$ cat config.mk
export PLATFORM = sky130hd
export DESIGN_NAME = icmp_echo_filter
export DESIGN_NICKNAME = d
export VERILOG_FILES = /design/src/rtl/icmp_echo_filter_pkg.sv /design/src/rtl/icmp_echo_filter_pkt_buffer.sv /design/src/rtl/icmp_echo_filter.sv
export SDC_FILE = /design/constraint.sdc
export NUM_CORES = 2
export LEC_CHECK = 0
export ABC_AREA = 1
export ABC_CLOCK_PERIOD_IN_PS = 5400
export BUFFER_PORTS_ARGS = -buffer_cell sky130_fd_sc_hd__buf_2
export CORE_AREA = 2 2 560 562
export DETAILED_ROUTE_END_ITERATION = 6
export DIE_AREA = 0 0 562 564
export RECOVER_POWER = 50
export SYNTH_ARGS = -nofsm -noshare
export SYNTH_HDL_FRONTEND = slang
export SYNTH_SLANG_ARGS = --single-unit
$ cat constraint.sdc
create_clock -name clk -period 5.4 [get_ports clk]
set_input_delay 0.81 -clock clk [delete_from_list [all_inputs] [get_ports clk]]
set_output_delay 0.81 -clock clk [all_outputs]
set_load 0.01 [all_outputs]
$ cat src/rtl/icmp_echo_filter_pkg.sv
// Shared types and IPv4/ICMP header constants for the echo path.
// The echo responder imports the same header offsets and values.
package icmp_pkg;

  typedef struct packed {
    logic [31:0] data;
    logic [1:0]  empty;
    logic        sop;
    logic        eop;
  } beat_t;

  typedef enum logic [1:0] {
    S_IDLE,
    S_RECV,
    S_DRAIN,
    S_SEND
  } state_t;

  localparam int unsigned HDR_W_VER   = 0;
  localparam int unsigned HDR_W_PROTO = 2;
  localparam int unsigned HDR_W_TYPE  = 5;
  localparam int unsigned MIN_WORDS   = 6;

  localparam logic [7:0] IP_VER_IHL    = 8'h45;
  localparam logic [7:0] IP_PROTO_ICMP = 8'h01;
  localparam logic [7:0] ICMP_ECHO_REQ = 8'h08;

  // bit0: version/IHL ok, bit1: protocol ok, bit2: echo type ok
  function automatic logic [2:0] hdr_update(
    input logic [2:0]  ok,
    input int unsigned idx,
    input logic [15:0] d
  );
    logic [2:0] r;
    r = ok;
    if (idx == HDR_W_VER)
      r = {2'b00, d[7:0] == IP_VER_IHL};
    if (idx == HDR_W_PROTO)
      r[1] = (d[15:8] == IP_PROTO_ICMP);
    if (idx == HDR_W_TYPE)
      r[2] = (d[7:0] == ICMP_ECHO_REQ);
    return r;
  endfunction

endpackage

$ cat src/rtl/icmp_echo_filter_pkt_buffer.sv
// Simple dual-port packet store with registered, enabled read.
module icmp_pkt_buffer #(
  parameter int DEPTH = 64,
  parameter int AW    = $clog2(DEPTH)
) (
  input  logic          clk,
  input  logic          i_we,
  input  logic [AW-1:0] i_waddr,
  input  logic [31:0]   i_wdata,
  input  logic          i_re,
  input  logic [AW-1:0] i_raddr,
  output logic [31:0]   o_rdata
);

  logic [31:0] r_mem [DEPTH];

  always_ff @(posedge clk) begin
    if (i_we)
      r_mem[i_waddr] <= i_wdata;
  end

  // Read data holds while i_re is low, so a stalled egress word stays put.
  always_ff @(posedge clk) begin
    if (i_re)
      o_rdata <= r_mem[i_raddr];
  end

endmodule

$ cat src/rtl/icmp_echo_filter.sv
// Store-and-forward ingress filter: passes only ICMP Echo Requests.
module icmp_echo_filter
  import icmp_pkg::*;
#(
  parameter int DEPTH = 64,
  parameter int CNT_W = 16
) (
  input  logic             clk,
  input  logic             reset,
  input  logic [31:0]      stream_in_data,
  input  logic [1:0]       stream_in_empty,
  input  logic             stream_in_valid,
  input  logic             stream_in_startofpacket,
  input  logic             stream_in_endofpacket,
  output logic             stream_in_ready,
  output logic [31:0]      stream_out_data,
  output logic [1:0]       stream_out_empty,
  output logic             stream_out_valid,
  output logic             stream_out_startofpacket,
  output logic             stream_out_endofpacket,
  input  logic             stream_out_ready,
  output logic [CNT_W-1:0] stat_passed,
  output logic [CNT_W-1:0] stat_dropped
);

  localparam int AW = $clog2(DEPTH);
  localparam int PW = $clog2(DEPTH + 1);
  localparam logic [PW-1:0] ONE  = PW'(1);
  localparam logic [PW-1:0] FULL = PW'(DEPTH);
  localparam logic [PW-1:0] MINW = PW'(MIN_WORDS);

  state_t          r_state, w_state_n;
  logic [PW-1:0]   r_rx_ptr, w_rx_n;
  logic [PW-1:0]   r_tx_ptr, w_tx_n;
  logic [PW-1:0]   r_len, w_len_n;
  logic [1:0]      r_empty, w_empty_n;
  logic [2:0]      r_ok, w_ok_n;
  logic            r_out_valid, w_ov_n;
  logic            r_out_sop, w_os_n;
  logic            r_out_eop, w_oe_n;
  logic [1:0]      r_out_empty, w_oem_n;
  logic [CNT_W-1:0] r_passed, w_pass_n;
  logic [CNT_W-1:0] r_dropped, w_drop_n;

  beat_t         w_in;
  logic          w_in_ready, w_acc;
  logic [PW-1:0] w_rx_nxt, w_tx_nxt;
  logic [2:0]    w_ok_cur, w_ok0;
  logic          w_we, w_re;
  logic [AW-1:0] w_waddr, w_raddr;
  logic [31:0]   w_rdata;

  assign w_in = '{
    data:  stream_in_data,
    empty: stream_in_empty,
    sop:   stream_in_startofpacket,
    eop:   stream_in_endofpacket
  };

  assign w_in_ready      = (r_state != S_SEND);
  assign stream_in_ready = w_in_ready;
  assign w_acc    = stream_in_valid && w_in_ready;
  assign w_rx_nxt = r_rx_ptr + ONE;
  assign w_tx_nxt = r_tx_ptr + ONE;
  assign w_ok_cur = hdr_update(r_ok, 32'(r_rx_ptr), w_in.data[15:0]);
  assign w_ok0    = hdr_update(r_ok, 0, w_in.data[15:0]);

  always_comb begin
    w_state_n = r_state;
    w_rx_n    = r_rx_ptr;
    w_tx_n    = r_tx_ptr;
    w_len_n   = r_len;
    w_empty_n = r_empty;
    w_ok_n    = r_ok;
    w_ov_n    = r_out_valid;
    w_os_n    = r_out_sop;
    w_oe_n    = r_out_eop;
    w_oem_n   = r_out_empty;
    w_pass_n  = r_passed;
    w_drop_n  = r_dropped;
    w_we      = 1'b0;
    w_waddr   = AW'(r_rx_ptr);
    w_re      = 1'b0;
    w_raddr   = AW'(w_tx_nxt);
    unique case (r_state)
      S_IDLE, S_DRAIN: begin
        if (w_acc && w_in.sop) begin
          w_we    = 1'b1;
          w_waddr = '0;
          w_ok_n  = w_ok0;
          w_rx_n  = ONE;
          if (w_in.eop) begin
            w_state_n = S_IDLE;
            w_drop_n  = r_dropped + 1'b1;
          end else begin
            w_state_n = S_RECV;
          end
        end else if (w_acc && w_in.eop) begin
          w_state_n = S_IDLE;
        end
      end
      S_RECV: begin
        if (w_acc && w_in.sop) begin
          w_we      = 1'b1;
          w_waddr   = '0;
          w_ok_n    = w_ok0;
          w_rx_n    = ONE;
          w_drop_n  = r_dropped + 1'b1;
          w_state_n = w_in.eop ? S_IDLE : S_RECV;
        end else if (w_acc && r_rx_ptr == FULL) begin
          // No room for this beat: the packet is oversized.
          w_drop_n  = r_dropped + 1'b1;
          w_state_n = w_in.eop ? S_IDLE : S_DRAIN;
        end else if (w_acc) begin
          w_we   = 1'b1;
          w_rx_n = w_rx_nxt;
          w_ok_n = w_ok_cur;
          if (w_in.eop) begin
            w_len_n   = w_rx_nxt;
            w_empty_n = w_in.empty;
            if (w_rx_nxt >= MINW && &w_ok_cur) begin
              w_state_n = S_SEND;
              w_pass_n  = r_passed + 1'b1;
              w_re      = 1'b1;
              w_raddr   = '0;
              w_tx_n    = '0;
              w_ov_n    = 1'b1;
              w_os_n    = 1'b1;
              w_oe_n    = 1'b0;
              w_oem_n   = 2'b00;
            end else begin
              w_state_n = S_IDLE;
              w_drop_n  = r_dropped + 1'b1;
            end
          end
        end
      end
      S_SEND: begin
        if (r_out_valid && stream_out_ready) begin
          if (w_tx_nxt == r_len) begin
            w_ov_n    = 1'b0;
            w_os_n    = 1'b0;
            w_oe_n    = 1'b0;
            w_oem_n   = 2'b00;
            w_state_n = S_IDLE;
          end else begin
            w_re    = 1'b1;
            w_tx_n  = w_tx_nxt;
            w_os_n  = 1'b0;
            w_oe_n  = (w_tx_nxt + ONE == r_len);
            w_oem_n = w_oe_n ? r_empty : 2'b00;
          end
        end
      end
    endcase
  end

  always_ff @(posedge clk or posedge reset) begin
    if (reset) begin
      r_state     <= S_IDLE;
      r_rx_ptr    <= '0;
      r_tx_ptr    <= '0;
      r_len       <= '0;
      r_empty     <= '0;
      r_ok        <= '0;
      r_out_valid <= 1'b0;
      r_out_sop   <= 1'b0;
      r_out_eop   <= 1'b0;
      r_out_empty <= '0;
      r_passed    <= '0;
      r_dropped   <= '0;
    end else begin
      r_state     <= w_state_n;
      r_rx_ptr    <= w_rx_n;
      r_tx_ptr    <= w_tx_n;
      r_len       <= w_len_n;
      r_empty     <= w_empty_n;
      r_ok        <= w_ok_n;
      r_out_valid <= w_ov_n;
      r_out_sop   <= w_os_n;
      r_out_eop   <= w_oe_n;
      r_out_empty <= w_oem_n;
      r_passed    <= w_pass_n;
      r_dropped   <= w_drop_n;
    end
  end

  icmp_pkt_buffer #(
    .DEPTH (DEPTH)
  ) u_buf (
    .clk     (clk),
    .i_we    (w_we),
    .i_waddr (w_waddr),
    .i_wdata (w_in.data),
    .i_re    (w_re),
    .i_raddr (w_raddr),
    .o_rdata (w_rdata)
  );

  assign stream_out_data  = r_out_valid ? w_rdata : '0;
  assign stream_out_empty = r_out_empty;
  assign stream_out_valid = r_out_valid;
  assign stream_out_startofpacket = r_out_sop;
  assign stream_out_endofpacket   = r_out_eop;
  assign stat_passed  = r_passed;
  assign stat_dropped = r_dropped;

endmodule

==> tab_implementation.tex <==
\begin{tabular}{lr}
\hline
Metric & Value \\
\hline
\multicolumn{2}{l}{\textbf{Outcome}} \\
Result of the run & finished with violations \\
Violated checks & capacitance limit, slew limit \\
\multicolumn{2}{l}{\textbf{Yosys}} \\
\#FFs+latches synth & 2,145 \\
Ys async rst share & 3.030\% \\
Mapped Area & 92,970 um\^{}2 \\
Post-synth top area share & 67.18\% \\
Number of flops mapped to enable cells by yosys & 2,080 \\
Sequential element share of the synthesized area & 68.93\% \\
Avg Inst Size Synth & 11.67 um\^{}2 \\
Warning count from the yosys run & 0 \\
Ranking of synthesized cells by area & edfxtp\_1 67\%, nand3\_1 11\%, nand3b\_1 3.9\%, inv\_1 3.5\%, nand2\_1 2.8\% \\
Synth Flop Type & edfxtp\_1 \\
Dominant cell type by area after synthesis & edfxtp\_1 \\
Post-synth cell types & 43 \\
Instance count of the mapped netlist & 7,966 \\
Number of nets in the synthesized netlist & 8,016 \\
\multicolumn{2}{l}{\textbf{Route}} \\
Pre-antenna DRT Iters & 6 \\
Detailed router's first-iteration violation count & 6,767 \\
Vias after detailed routing & 61,950 \\
Post-detailed-route wirelength per cell & 21.85 um \\
Total Routed Length & 268.2 mm \\
Vias per cell & 5.046 \\
Total DRC errors in the routed layout & 0 \\
Remaining antenna violation count after routing & 0 \\
\multicolumn{2}{l}{\textbf{Die}} \\
Number of standard-cell rows in the floorplan & 205 \\
Num ports & 110 \\
Die height & 564 um \\
Full die area & 317,000 um\^{}2 \\
Effective utilization at floorplan & 29.91\% \\
Core Box Area & 310,900 um\^{}2 \\
Die Wd & 562 um \\
\multicolumn{2}{l}{\textbf{CTS}} \\
Max Buffers Root-to-Sink & 4 \\
Clock tree from TritonCTS & yes \\
CTS Sinks & 2,145 \\
CTS H-Tree Depth & 4 \\
Worst-path clk slew & 0.06 ns \\
Cts bufs inserted & 219 \\
Insertion delay of the later-clocked pin in the worst-skew pair & 0.89 ns \\
Post-CTS setup buffers & 0 \\
Number of hold buffers added after CTS & 0 \\
Post-cts sizing count & 0 \\
Clock root cell & clkbuf\_16 \\
\multicolumn{2}{l}{\textbf{Layout}} \\
Finished Cell Area & 105,600 um\^{}2 \\
\# nets final & 8,010 \\
Utilization after layout & 33.98\% \\
Proportion of layout cells with a drive suffix above 1 & 11.64\% \\
Syn-to-layout area delta & 13.63\% \\
\multicolumn{2}{l}{\textbf{Power}} \\
Peak VDD IR & 0.2537 mV \\
Power per unit of standard cell area & 324.1 nW/um\^{}2 \\
Static power due to leakage & 38.54 nW \\
\multicolumn{2}{l}{\textbf{Timing}} \\
Final critical-path share of the clock period & 94.70\% \\
Rel. slew slack & -138.0\% \\
Total Negative Setup Slacks & 0 ns \\
Final setup violation count & 0 \\
RSZ-0062 raised after global routing & no \\
Number of hold violations in the final report & 0 \\
Final slew viol count & 2,098 \\
Worst-Margin Slew & 3.570 ns \\
Worst-case clock skew & 0.05596 ns \\
Maximum achievable frequency & 0.1956 GHz \\
Clock period minus worst slack & 5.114 ns \\
\multicolumn{2}{l}{\textbf{Setup path}} \\
CP endpoint kind & register \\
Classification of the worst setup path & reg2reg \\
Worst EP required & 6.04 ns \\
Max FO, Critical Path & 97 \\
CP arrival & 5.76 ns \\
Startpoint types & register \\
Setup slack of the most critical reg-to-reg path & 0.29 ns \\
\multicolumn{2}{l}{\textbf{Run}} \\
Max-cap check violation count & 33 \\
\multicolumn{2}{l}{\textbf{Global routing}} \\
Global Route Usage Sum & 16.39\% \\
Via count of the first global-routing pass & 59,740 \\
Total congestion overflow & 0 \\
Maximum number of pins on one net before global-route repair & 229 \\
Number of antenna violations at the first check in global routing & 6 \\
First-pass GRT wire length & 396.3 mm \\
\multicolumn{2}{l}{\textbf{Placement}} \\
Port Buf Inserts & 109 \\
Total cell area at the placement stage & 99,020 um\^{}2 \\
Total half-perimeter wirelength after legalization and detailed placement & 148.8 mm \\
Final weighted congestion in routability-driven placement & 0.8326 \\
\multicolumn{2}{l}{\textbf{Min path}} \\
Tightest Hold Check Type & in2reg \\
\hline
\end{tabular}
worst max-delay path, cell delays in order, from the launching register on:
cell     delay (ns)
dfrtp_1        0.50
inv_1          0.18
ha_1           0.17
nand2_1        0.09
nor3_1         0.35
nand2_1        0.24
nand2_4        0.15
inv_2          0.15
nand4_4        0.43
nand2_8        0.35
inv_8          0.81
buf_4          0.47
nand3_1        0.17
nand3_1        0.12
nand3_1        0.28
nand3_1        0.20
nand2_1        0.06
cells in the final DEF, fill, tap and decap left out, types with 6 or more instances in the layout:
| master | count |
|---|---|
| clkbuf_16 | 222 |
| o21ai_0 | 190 |
| xnor2_1 | 16 |
| buf_12 | 59 |
| clkbuf_1 | 133 |
| dfrtp_1 | 63 |
| nor2_1 | 425 |
| nand3_1 | 1958 |
| o2111ai_1 | 130 |
| nand4_1 | 16 |
| or2_2 | 321 |
| clkinvlp_4 | 6 |
| xor2_1 | 26 |
| buf_2 | 50 |
| edfxtp_1 | 2080 |
| buf_4 | 129 |
| bufinv_16 | 18 |
| clkinv_1 | 55 |
| ha_1 | 10 |
| nand2_1 | 699 |
| nand3b_1 | 481 |
| inv_2 | 8 |
| diode_2 | 6 |
| nor3_1 | 14 |
| inv_1 | 862 |
| clkinv_2 | 36 |
| nor2_4 | 66 |
synth_stat cells (6+ instances only):
master / instances
buf_1: 27
buf_2: 293
buf_4: 37
buf_6: 6
clkbuf_1: 188
dfrtp_1: 65
edfxtp_1: 2080
ha_1: 10
inv_1: 863
inv_2: 12
nand2_1: 699
nand3_1: 1958
nand3b_1: 481
nand4_1: 16
nor2_1: 489
nor3_1: 13
o2111ai_1: 130
o21ai_0: 189
o21ai_1: 6
or2_2: 321
xnor2_1: 16
xor2_1: 26
layer usage:
| metal | part of all wire, % | global-route usage, % | vias up |
|---|---|---|---|
| met2 | 48 | 27.57 | 2554 |
| met1 | 41 | 21.70 | 30960 |
| met3 | 7.4 | 2.348 | 446 |
| met4 | 3.1 | 5.327 | 4 |
| met5 | 0.010 | 0 | - |
| li1 | - | - | 27980 |
registers in the layout (all words and copies together) (netlist names), 3 cells and up:
register,flops
r_len,7
r_ok,3
r_rx_ptr,7
r_tx_ptr,7
stat_dropped,16
stat_passed,16
u_buf.o_rdata,32
u_buf.r_mem,2048
metrics by stage:
| step | setup WS, ns | cells | power [W] | hold slack, ns |
|---|---|---|---|---|
| 2_1_floorplan | 1.433 | 7966 | 0.01927 | 0.4534 |
| 6_report | 0.2864 | 12280 | 0.03424 | 0.1691 |
| 3_3_place_gp | 0.2991 | 11880 | 0.01981 | 0.4563 |
| 3_5_place_dp | 0.2841 | 11880 | 0.01985 | 0.4629 |
| 5_1_grt | 0.1227 | 12270 | 0.03517 | 0.1699 |
| 4_1_cts | 0.4925 | 12270 | 0.03445 | 0.1204 |
report_power, final:
group          internal (W)  switching [W]
Sequential           0.0185      0.0000856
Clock               0.00836        0.00636
Combinational      0.000214       0.000766
cell families after synthesis:
family,synth area share [%]
and+or+nand+nor,21.80
AOI/OAI and AO/OA,2.387
DFF,68.93
buffers and inverters,6.353
xor gates and xnor gates,0.3956
adders and majority gates,0.1346
area by class of cell:
cell class                      count  area, um^2
Antenna cell                        6       15.01
Clock buffer                      269        5732
Clock inverter                    122        1076
Fill cell                       30470      205200
Inverter                          876        3318
Multi-Input combinational cell   4394       23510
Sequential cell                  2145       64090
Tap cell                         4140        5180
Timing Repair Buffer              324        2723
final timing paths:
check	startpoint	to	cells past startpoint
setup / recovery	r_rx_ptr[0]	u_buf.o_rdata[10]	16
hold / removal	stream_in_empty[1]	r_empty[1]	3
setup reg to reg	r_rx_ptr[0]	u_buf.o_rdata[10]	16
hold reg to reg	stream_out_endofpacket	stream_out_endofpacket	2
max in group asynchronous	reset	r_tx_ptr[0]	3
min in group asynchronous	reset	stat_dropped[5]	3
(Power assumes the default switching activity.)
